===== src/rtl/cfeb_bit_check_pkg.sv =====
// Shared state encodings and constants for the CFEB bit-check sequencer.
package cfeb_bit_check_pkg;

  localparam int unsigned CLR_BX_DEF = 4;
  localparam int unsigned MIN_PERIOD = 2;

  typedef enum logic [1:0] {
    S_OFF   = 2'd0,
    S_CLEAR = 2'd1,
    S_ARM   = 2'd2,
    S_RUN   = 2'd3
  } state_e;

  // Four-character ASCII tag of a state for the debug display.
  function automatic logic [31:0] state_ascii(input state_e s);
    logic [31:0] txt;
    case (s)
      S_OFF:   txt = "off ";
      S_CLEAR: txt = "clr ";
      S_ARM:   txt = "arm ";
      S_RUN:   txt = "run ";
      default: txt = "deft";
    endcase
    return txt;
  endfunction

endpackage


===== src/rtl/cfeb_bad_bit_count.sv =====
// Registered population count of the latched bad-bit mask, one cycle of latency.
module cfeb_bad_bit_count
  import cfeb_bit_check_pkg::*;
#(
  parameter int unsigned NBITS = 48,
  parameter int unsigned CNTW  = 6
) (
  input  logic             clock,
  input  logic             reset,
  input  logic [NBITS-1:0] bits_i,
  output logic [CNTW-1:0]  count_o
);

  logic [CNTW-1:0] count_d;
  logic [CNTW-1:0] count_q;

  always_comb begin
    count_d = '0;
    for (int unsigned i = 0; i < NBITS; i++) begin
      count_d = count_d + CNTW'(bits_i[i]);
    end
  end

  always_ff @(posedge clock) begin
    if (reset) count_q <= '0;
    else       count_q <= count_d;
  end

  assign count_o = count_q;

endmodule


===== src/rtl/cfeb_bit_check_ctrl.sv =====
// Sequencer for the per-bit stuck-high checkers: clear, arm, periodic check_pulse, bad-bit mask.
// Define CFEB_BIT_CHECK_CTRL_DEBUG_EN to add the sm_dsp and check_cnt debug outputs.
module cfeb_bit_check_ctrl
  import cfeb_bit_check_pkg::*;
#(
  parameter int unsigned NBITS  = 48,
  parameter int unsigned PERW   = 16,
  parameter int unsigned CLR_BX = CLR_BX_DEF,
  parameter int unsigned CNTW   = 6
) (
  input  logic             clock,
  input  logic             reset,
  input  logic             check_enable,
  input  logic [PERW-1:0]  check_period,
  input  logic             single_bx_mode_in,
  input  logic             bad_bits_reset,
  input  logic [NBITS-1:0] bit_bad,
  output logic             check_pulse,
  output logic             chk_reset,
  output logic             single_bx_mode,
  output logic [NBITS-1:0] bad_bit_mask,
  output logic             bad_bit_any,
  output logic [CNTW-1:0]  bad_bit_count,
  output logic             ctrl_busy
`ifdef CFEB_BIT_CHECK_CTRL_DEBUG_EN
  ,
  output logic [31:0]      sm_dsp,
  output logic [15:0]      check_cnt
`endif
);

  localparam int unsigned CLRW = (CLR_BX > 1) ? $clog2(CLR_BX) : 1;

  state_e           state_q, state_d;
  logic [CLRW-1:0]  clr_cnt_q, clr_cnt_d;
  logic [PERW-1:0]  per_cnt_q, per_cnt_d;
  logic [PERW-1:0]  reload_val;
  logic             pulse_q, pulse_d;
  logic             chk_reset_q, chk_reset_d;
  logic             mode_q, mode_d;
  logic             busy_q, busy_d;
  logic [NBITS-1:0] mask_q, mask_d;
  logic             any_q;

  // Periods below the minimum are stretched to it.
  assign reload_val = (check_period < PERW'(MIN_PERIOD)) ? PERW'(MIN_PERIOD - 1)
                                                         : check_period - PERW'(1);

  always_comb begin
    state_d   = state_q;
    clr_cnt_d = clr_cnt_q;
    per_cnt_d = per_cnt_q;
    pulse_d   = 1'b0;
    mode_d    = mode_q;
    mask_d    = mask_q;

    case (state_q)
      S_OFF: begin
        if (check_enable) state_d = S_CLEAR;
      end
      S_CLEAR: begin
        if (!check_enable)         state_d = S_OFF;
        else if (bad_bits_reset)   state_d = S_CLEAR;
        else if (clr_cnt_q == '0)  state_d = S_ARM;
        else                       clr_cnt_d = clr_cnt_q - CLRW'(1);
      end
      S_ARM: begin
        per_cnt_d = reload_val;
        if (!check_enable)       state_d = S_OFF;
        else if (bad_bits_reset) state_d = S_CLEAR;
        else                     state_d = S_RUN;
      end
      S_RUN: begin
        mask_d = mask_q | bit_bad;
        if (!check_enable)                     state_d = S_OFF;
        else if (bad_bits_reset)               state_d = S_CLEAR;
        else if (single_bx_mode_in != mode_q)  state_d = S_CLEAR;
        else if (per_cnt_q == '0) begin
          pulse_d   = 1'b1;
          per_cnt_d = reload_val;
        end else begin
          per_cnt_d = per_cnt_q - PERW'(1);
        end
      end
      default: state_d = S_OFF;
    endcase

    // Entering (or restarting) a clear wipes the mask and restarts the hold timer.
    if (state_d == S_CLEAR) begin
      mask_d = '0;
      if (state_q != S_CLEAR || bad_bits_reset) clr_cnt_d = CLRW'(CLR_BX - 1);
    end
    // Mode is captured on entry to arm so the checkers see it during the arm cycle.
    if (state_d == S_ARM && state_q != S_ARM) mode_d = single_bx_mode_in;

    chk_reset_d = (state_d == S_OFF) || (state_d == S_CLEAR);
    busy_d      = (state_d == S_CLEAR) || (state_d == S_ARM);
  end

  always_ff @(posedge clock) begin
    if (reset) begin
      state_q     <= S_OFF;
      clr_cnt_q   <= '0;
      per_cnt_q   <= '0;
      pulse_q     <= 1'b0;
      chk_reset_q <= 1'b1;
      mode_q      <= 1'b0;
      busy_q      <= 1'b0;
      mask_q      <= '0;
      any_q       <= 1'b0;
    end else begin
      state_q     <= state_d;
      clr_cnt_q   <= clr_cnt_d;
      per_cnt_q   <= per_cnt_d;
      pulse_q     <= pulse_d;
      chk_reset_q <= chk_reset_d;
      mode_q      <= mode_d;
      busy_q      <= busy_d;
      mask_q      <= mask_d;
      any_q       <= |mask_q;
    end
  end

  cfeb_bad_bit_count #(
    .NBITS (NBITS),
    .CNTW  (CNTW)
  ) u_count (
    .clock   (clock),
    .reset   (reset),
    .bits_i  (mask_q),
    .count_o (bad_bit_count)
  );

  assign check_pulse    = pulse_q;
  assign chk_reset      = chk_reset_q;
  assign single_bx_mode = mode_q;
  assign bad_bit_mask   = mask_q;
  assign bad_bit_any    = any_q;
  assign ctrl_busy      = busy_q;

`ifdef CFEB_BIT_CHECK_CTRL_DEBUG_EN
  logic [31:0] sm_dsp_q;
  logic [15:0] check_cnt_q;

  // Saturating pulse count, restarted by every clear.
  always_ff @(posedge clock) begin
    if (reset) begin
      sm_dsp_q    <= state_ascii(S_OFF);
      check_cnt_q <= '0;
    end else begin
      sm_dsp_q <= state_ascii(state_d);
      if (state_d == S_CLEAR)                      check_cnt_q <= '0;
      else if (pulse_d && check_cnt_q != 16'hFFFF) check_cnt_q <= check_cnt_q + 16'd1;
    end
  end

  assign sm_dsp    = sm_dsp_q;
  assign check_cnt = check_cnt_q;
`endif

endmodule


===== config.mk =====
export PLATFORM = sky130hd
export DESIGN_NAME = cfeb_bit_check_ctrl
export DESIGN_NICKNAME = d
export VERILOG_FILES = /design/src/rtl/cfeb_bit_check_pkg.sv /design/src/rtl/cfeb_bad_bit_count.sv /design/src/rtl/cfeb_bit_check_ctrl.sv
export SDC_FILE = /design/constraint.sdc
export NUM_CORES = 1
export LEC_CHECK = 0
export CAP_MARGIN = 20
export CORE_AREA = 3 3 99 101
export DETAILED_ROUTE_END_ITERATION = 8
export DIE_AREA = 0 0 102 104
export PLACE_DENSITY = 0.81
export SLEW_MARGIN = 20
export SYNTH_ARGS = -nofsm -noshare
export SYNTH_HDL_FRONTEND = slang
export SYNTH_SLANG_ARGS = --single-unit

===== constraint.sdc =====
create_clock -name clock -period 10.1 [get_ports clock]
set_clock_uncertainty 0.1 [all_clocks]
set_input_delay 1.515 -clock clock [delete_from_list [all_inputs] [get_ports clock]]
set_output_delay 1.515 -clock clock [all_outputs]
set_load 0.03 [all_outputs]

# Word-level counts from Yosys, hierarchy flattened
# Cells that the tools add are included.
totals:
  regBits: 79
  inputBits: 69
  wordCells: 111
classes:
  n_addsub: 50
  order_cmp: 1
  n_eq_ne: 11
  n_mux: 23
  bitwise: 3
  n_reduce_logical: 13
op_table:
  columns: ["op", "n"]
  rows:
  - ["6-bit by 1-bit adder with 6-bit output", 46]
  - ["16-bit two-way mux", 5]
  - ["48-bit bitwise OR", 1]
  - ["48-bit OR reduction", 1]
  - ["16-bit one-hot mux with 2 select lines", 1]
  - ["16-bit by 1-bit subtractor with 16-bit output, second input constant", 2]
  - ["2-bit two-way mux", 15]
  - ["16-bit logical NOT", 1]
  - ["16-bit by 2-bit < comparator with 1-bit output, second input constant", 1]
  - ["2-bit inequality test, second input constant", 4]
  - ["2-bit one-hot mux with 4 select lines", 1]
  - ["2-bit equality test, second input constant", 3]
  - ["2-bit logical NOT", 3]
  - ["5-bit OR reduction", 1]
  - ["2-bit by 1-bit equality test with 1-bit output, second input constant", 2]
  - ["4-bit AND reduction", 1]
  - ["1-bit logical OR", 3]
  - ["1-bit by 1-bit adder with 2-bit output", 1]
  - ["2-bit by 1-bit inequality test with 1-bit output, second input constant", 1]
  - ["1-bit NOT", 2]
  - ["2-bit nonzero test", 1]
  - ["2-bit OR reduction", 1]
  - ["2-bit by 1-bit subtractor with 2-bit output, second input constant", 1]
  - ["1-bit logical AND", 1]
  - ["2 further kinds", 2]

# Logic depth before layout (Yosys ltp)
depth:
  ltp_word: 47
  mapped_depth: 20

# By module
# Synthesis repeated with hierarchy kept, for this count alone.
unflattened:
  hier_cells: 544
  hier_area_um2: 4785.8
by_module_without_submodules:
  columns: ["module", "n_inst", "cells_per_inst", "area_each_um2", "seq_area_each_um2"]
  rows:
  - ["cfeb_bit_check_ctrl", 1, 397, 3298.2, 1461.4]
  - ["cfeb_bad_bit_count", 1, 147, 1487.7, 120.1]

# Least setup slack after synthesis
# OpenSTA, ideal clock, no wires.
synth_path:
  path_type: "reg2reg"
  from: "register mask_q[0] (netlist: bad_bit_mask[0])"
  to: "register u_count.count_q[4] (netlist: u_count.count_o[4])"
  setup_ns: 0.128
  arrival_ns: 5.409
  path_slack_ns: 4.464
  stages_incl_launch_ff: 18
  period_less_slack_ns: 5.636
  path_cell_list: "dfxtp_1 > inv_1 > ha_1 > inv_1 > fa_1 > fa_1 > fa_1 > fa_1 > fa_1 > fa_1 > fa_1 > fa_1 > inv_1 > fa_1 > a21o_1 > a21oi_1 > xor2_1 > nor2_1"
synth_via:
  elab_chain_len: 47
synth_rtl:
  columns: ["item", "line", "rtl"]
  rows:
  - ["start, declared", "cfeb_bit_check_ctrl.sv:42", "logic [NBITS-1:0] mask_q, mask_d;"]
  - ["start signal, assigned", "cfeb_bit_check_ctrl.sv:119", "mask_q <= mask_d;"]
  - ["1-bit by 1-bit adder with 2-bit output", "cfeb_bad_bit_count.sv:20", "count_d = count_d + CNTW'(bits_i[i]);"]
  - ["6-bit by 1-bit adder with 6-bit output (46 in a row)", "cfeb_bad_bit_count.sv:20", null]
  - ["end signal, assigned", "cfeb_bad_bit_count.sv:26", "else count_q <= count_d;"]
  - ["end, declared", "cfeb_bad_bit_count.sv:15", "logic [CNTW-1:0] count_q;"]
# Every way passes these cells.
# A chain may end at the register's enable or synchronous reset.

# Worst setup path in the final report
layout_path:
  from: "register mask_q[1] (netlist: bad_bit_mask[1])"
  to: "register u_count.count_q[4] (netlist: u_count.count_o[4])"
# Same word-level chain as after synthesis.

==> run_results.csv <==
group,metric,value,unit
status,run_status,"finished, final reports clean",
clock_tree,htree_num_levels,3,
worst_setup_path,timing.critical_path.fanout_max,4,
detailed_routing,drt-initial-drc-count,189,
worst_setup_path,critical-path-top-cell-by-count,"sky130_fd_sc_hd__fa_1",
worst_setup_path,regToRegStartpoint,"bad_bit_mask[1]$_SDFFE_PP0N_",
placement,dp_slack,4.478,ns
cells_and_area,final.fill_count,726,
yosys,postSynthRegisterBits,79,
detailed_routing,drc_errors,0,
global_routing,grt_use_met1,0.3310,
pwr,p_per_area,95.29,nW/um^2
global_routing,global_route.usage.met3,0.04494,
timing,worst-slew-pin-transition,0.9468,ns
yosys,ys_async_sr_fraction,0,
yosys,yosys_warnings,0,
yosys,mappedNetlistArea,4761,sq um
clock_tree,cts_inserted_buffers,9,
timing,setup_viol,0,
placement,place.port_buffers,127,
worst_setup_path,start_kind,"flip-flop",
yosys,synth-edff-count,0,
yosys,mappedNetlistNets,664,
timing,timing.setup.tns,0,ns
global_routing,globalRouteOverflowTotal,0,
clock_tree,cts_sinks,79,
detailed_routing,drtAntennaViolNets,0,
clock_tree,post_cts_buffers,0,
clock_tree,cts.hold.buffers_added,0,
pwr,power.ir.vdd_worst,70.19,uV
worst_setup_path,worst-setup-path-type,"flip-flop to flip-flop",
worst_setup_path,path_cells,"inv_1 -> ha_1 -> inv_1 -> fa_1 -> fa_1 -> fa_1 -> fa_1 -> fa_1 -> fa_1 -> fa_1 -> fa_1 -> inv_1 -> fa_1 -> a21o_1 -> a21oi_1 -> xor2_1 -> nor2_1",
yosys,yosys-top-cells-area,"sky130_fd_sc_hd__dfxtp_1 (33%), sky130_fd_sc_hd__fa_1 (16%), sky130_fd_sc_hd__a21oi_1 (7.3%), sky130_fd_sc_hd__nor2_1 (6.2%), sky130_fd_sc_hd__inv_1 (5.9%)",
global_routing,initial_antenna_violation_count,0,
timing,hold_viol,0,
worst_setup_path,timing.critical_path.slowest_stage_cell,"sky130_fd_sc_hd__fa_1",
clock_tree,clkLatencyLatePin,0.35,ns
worst_setup_path,worstRegToRegCells,17,
worst_setup_path,timing.rr.end,"u_count.count_o[4]$_SDFF_PP0_",
detailed_routing,detail_route.wl_per_cell,15.65,microns
yosys,synth.lib_cells_used.distinct,57,
timing,finalCriticalPeriod,5.635,ns
cells_and_area,drive_gt1_frac,0.06495,
clock_tree,cts-root-to-sink-buffers,2,
global_routing,grt_usage,0.2305,
detailed_routing,detail_route.first_pass.iterations,5,
die,fp.dieArea,10610,sq um
hold_path,hold_path_startpoint,"state_q[1]$_SDFF_PP0_",
clock_tree,post_cts_resized,0,
timing,slew-limit-headroom,0.3688,
timing,period_share,0.5579,
die,floorplan.initialDensity,0.5227,
worst_setup_path,worst_path_largest_cell_delay,0.54,ns
hold_path,hold_path_end,"check_pulse$_SDFF_PP0_",
yosys,seq_area_frac_synth,0.3322,
die,ioPinCount,128,
worst_setup_path,setup.worst_path.end_class,"flip-flop",
clock_tree,cts_root_buffer,"sky130_fd_sc_hd__clkbuf_8",
die,die_x,102,microns
cells_and_area,layout_common_cells,"sky130_fd_sc_hd__clkdlybuf4s50_1 (127), sky130_fd_sc_hd__nor2_1 (79), sky130_fd_sc_hd__dfxtp_1 (79), sky130_fd_sc_hd__inv_1 (75), sky130_fd_sc_hd__a21oi_1 (69)",
hold_path,hold_class,"flip-flop to flip-flop",
worst_setup_path,critPathArrivalTime,5.76,ns
global_routing,grt_max_degree,52,
worst_setup_path,crit_buf_inv,3,
die,coreArea,9109,sq um
die,fp.dieH,104,microns
worst_setup_path,worst_ep_required_time,10.22,ns
global_routing,grt.met2_usage,0.3505,
clock_tree,tritoncts,"done",
yosys,yosys.area.top_type,"sky130_fd_sc_hd__dfxtp_1",
timing,rsz0062_at_grt,"false",
worst_setup_path,timing.reg2reg.setup_slack,4.47,ns
timing,slew_violations,0,
job,max_cap_viols,0,
cells_and_area,layout.cells.most_common,"sky130_fd_sc_hd__clkdlybuf4s50_1",
detailed_routing,num_vias,4242,
yosys,dominantRegCellSynth,"sky130_fd_sc_hd__dfxtp_1",
placement,place.gp.congestion,0.8710,
yosys,synthDominantCellAreaShare,0.3322,
cells_and_area,syn2layout_area_growth,31.33,%
worst_setup_path,cpLargestDelayFamily,"adder cells",
detailed_routing,postRouteWirelength,12100,microns
timing,achievable-frequency,177.5,MHz
global_routing,grt_busiest_layer,"met2",
yosys,avgSynthCellArea,8.816,sq um
cells_and_area,layout.nets,781,
placement,detailedPlacementHpwl,9238,microns
detailed_routing,vias_per_cell,5.488,
global_routing,grt_pass1_wl,19600,microns
global_routing,first_global_vias,4051,
yosys,syn_inst,540,
clock_tree,clk_pin_slew_worst_paths,0.08,ns
pwr,leakagePower,0.002398,uW
timing,postLayoutSetupSlackWorst,4.465,ns
cells_and_area,utilization,0.6864,
die,floorplan.rows,35,
hold_path,holdPathStages,2,
cells_and_area,antenna_diode_count,0,
==> cells in the mapped netlist (9+ instances only) <==
master                      n
sky130_fd_sc_hd__inv_1     75
sky130_fd_sc_hd__dfxtp_1   79
sky130_fd_sc_hd__nor3_1    13
sky130_fd_sc_hd__clkbuf_1  12
sky130_fd_sc_hd__ha_1      16
sky130_fd_sc_hd__nor4_1    14
sky130_fd_sc_hd__nand3_1    9
sky130_fd_sc_hd__nor2_1    79
sky130_fd_sc_hd__o21ai_0   13
sky130_fd_sc_hd__nand2_1   18
sky130_fd_sc_hd__fa_1      39
sky130_fd_sc_hd__a21oi_1   69
==> worst max path at each step <==
stage | startpoint | to | slack [ns] | depth (start not counted)
final | bad_bit_mask[1]$_SDFFE_PP0N_ | u_count.count_o[4]$_SDFF_PP0_ | 4.47 | 17
after floorplan | bad_bit_mask[0]$_SDFFE_PP0N_ | u_count.count_o[4]$_SDFF_PP0_ | 4.46 | 17
after detailed placement | bad_bit_mask[1]$_SDFFE_PP0N_ | u_count.count_o[4]$_SDFF_PP0_ | 4.48 | 17
after CTS | bad_bit_mask[1]$_SDFFE_PP0N_ | u_count.count_o[4]$_SDFF_PP0_ | 4.45 | 17
after global routing | bad_bit_mask[0]$_SDFFE_PP0N_ | u_count.count_o[4]$_SDFF_PP0_ | 4.26 | 17
after global placement | bad_bit_mask[0]$_SDFFE_PP0N_ | u_count.count_o[4]$_SDFF_PP0_ | 4.59 | 17
==> flip-flops by register name (all words and copies together) (netlist names) <==
signal           count
single_bx_mode       1
u_count.count_o      6
bad_bit_mask        48
clr_cnt_q            2
ctrl_busy            1
bad_bit_any          1
check_pulse          1
chk_reset            1
state_q              2
per_cnt_q           16
==> per-layer routing <==
layer / routed length (microns) / part of all wire
met3: 945 / 0.078
met4: 185 / 0.015
met5: 0 / 0
met1: 5396 / 0.45
met2: 5567 / 0.46
==> power by group <==
part	internal, uW	switching (uW)	total [uW]
Sequential	314	2.81	317
Clock	95.6	115	211
Combinational	36.5	31.5	68.0
Total	446	150	596
==> tightest hold or removal path: stages (launching register included) <==
cell	delay [ns]
sky130_fd_sc_hd__dfxtp_1	0.32
sky130_fd_sc_hd__nand2_1	0.08
sky130_fd_sc_hd__nor4_1	0.05
==> stage by stage <==
step,power [uW],std cells,instance area [sq um],hold WS [ns]
floorplan,352.0,540,4761,0.3548
global placement,390.5,757,6077,0.3819
detailed placement,391.5,757,6077,0.3886
CTS,598.6,773,6252,0.3977
global route,618.1,773,6252,0.4276
finish,595.8,773,6252,0.3945
==> cell type report <==
class / count / area, sq um / area share
clock inverter: 5 / 33.78 / 0.005403
inverter: 75 / 281.5 / 0.04503
clock buffer: 11 / 141.4 / 0.02261
multi-input combinational: 364 / 2796 / 0.4473
tap: 111 / 138.9 / 0.02221
timing repair buffer: 128 / 1279 / 0.2045
sequential: 79 / 1582 / 0.2530
==> cells by family after synthesis <==
| group | Yosys count | synth area share |
|---|---|---|
| AO/OA/AOI/OAI | 118 | 0.1485 |
| XOR/XNOR | 12 | 0.02365 |
| adder cells (fa/ha/maj) | 55 | 0.2060 |
| buffers and inverters | 97 | 0.08068 |
| flip-flops | 79 | 0.3322 |
| multiplexers | 3 | 0.006308 |
| AND/OR/NAND/NOR | 176 | 0.2026 |
(Power assumes the default switching activity.)
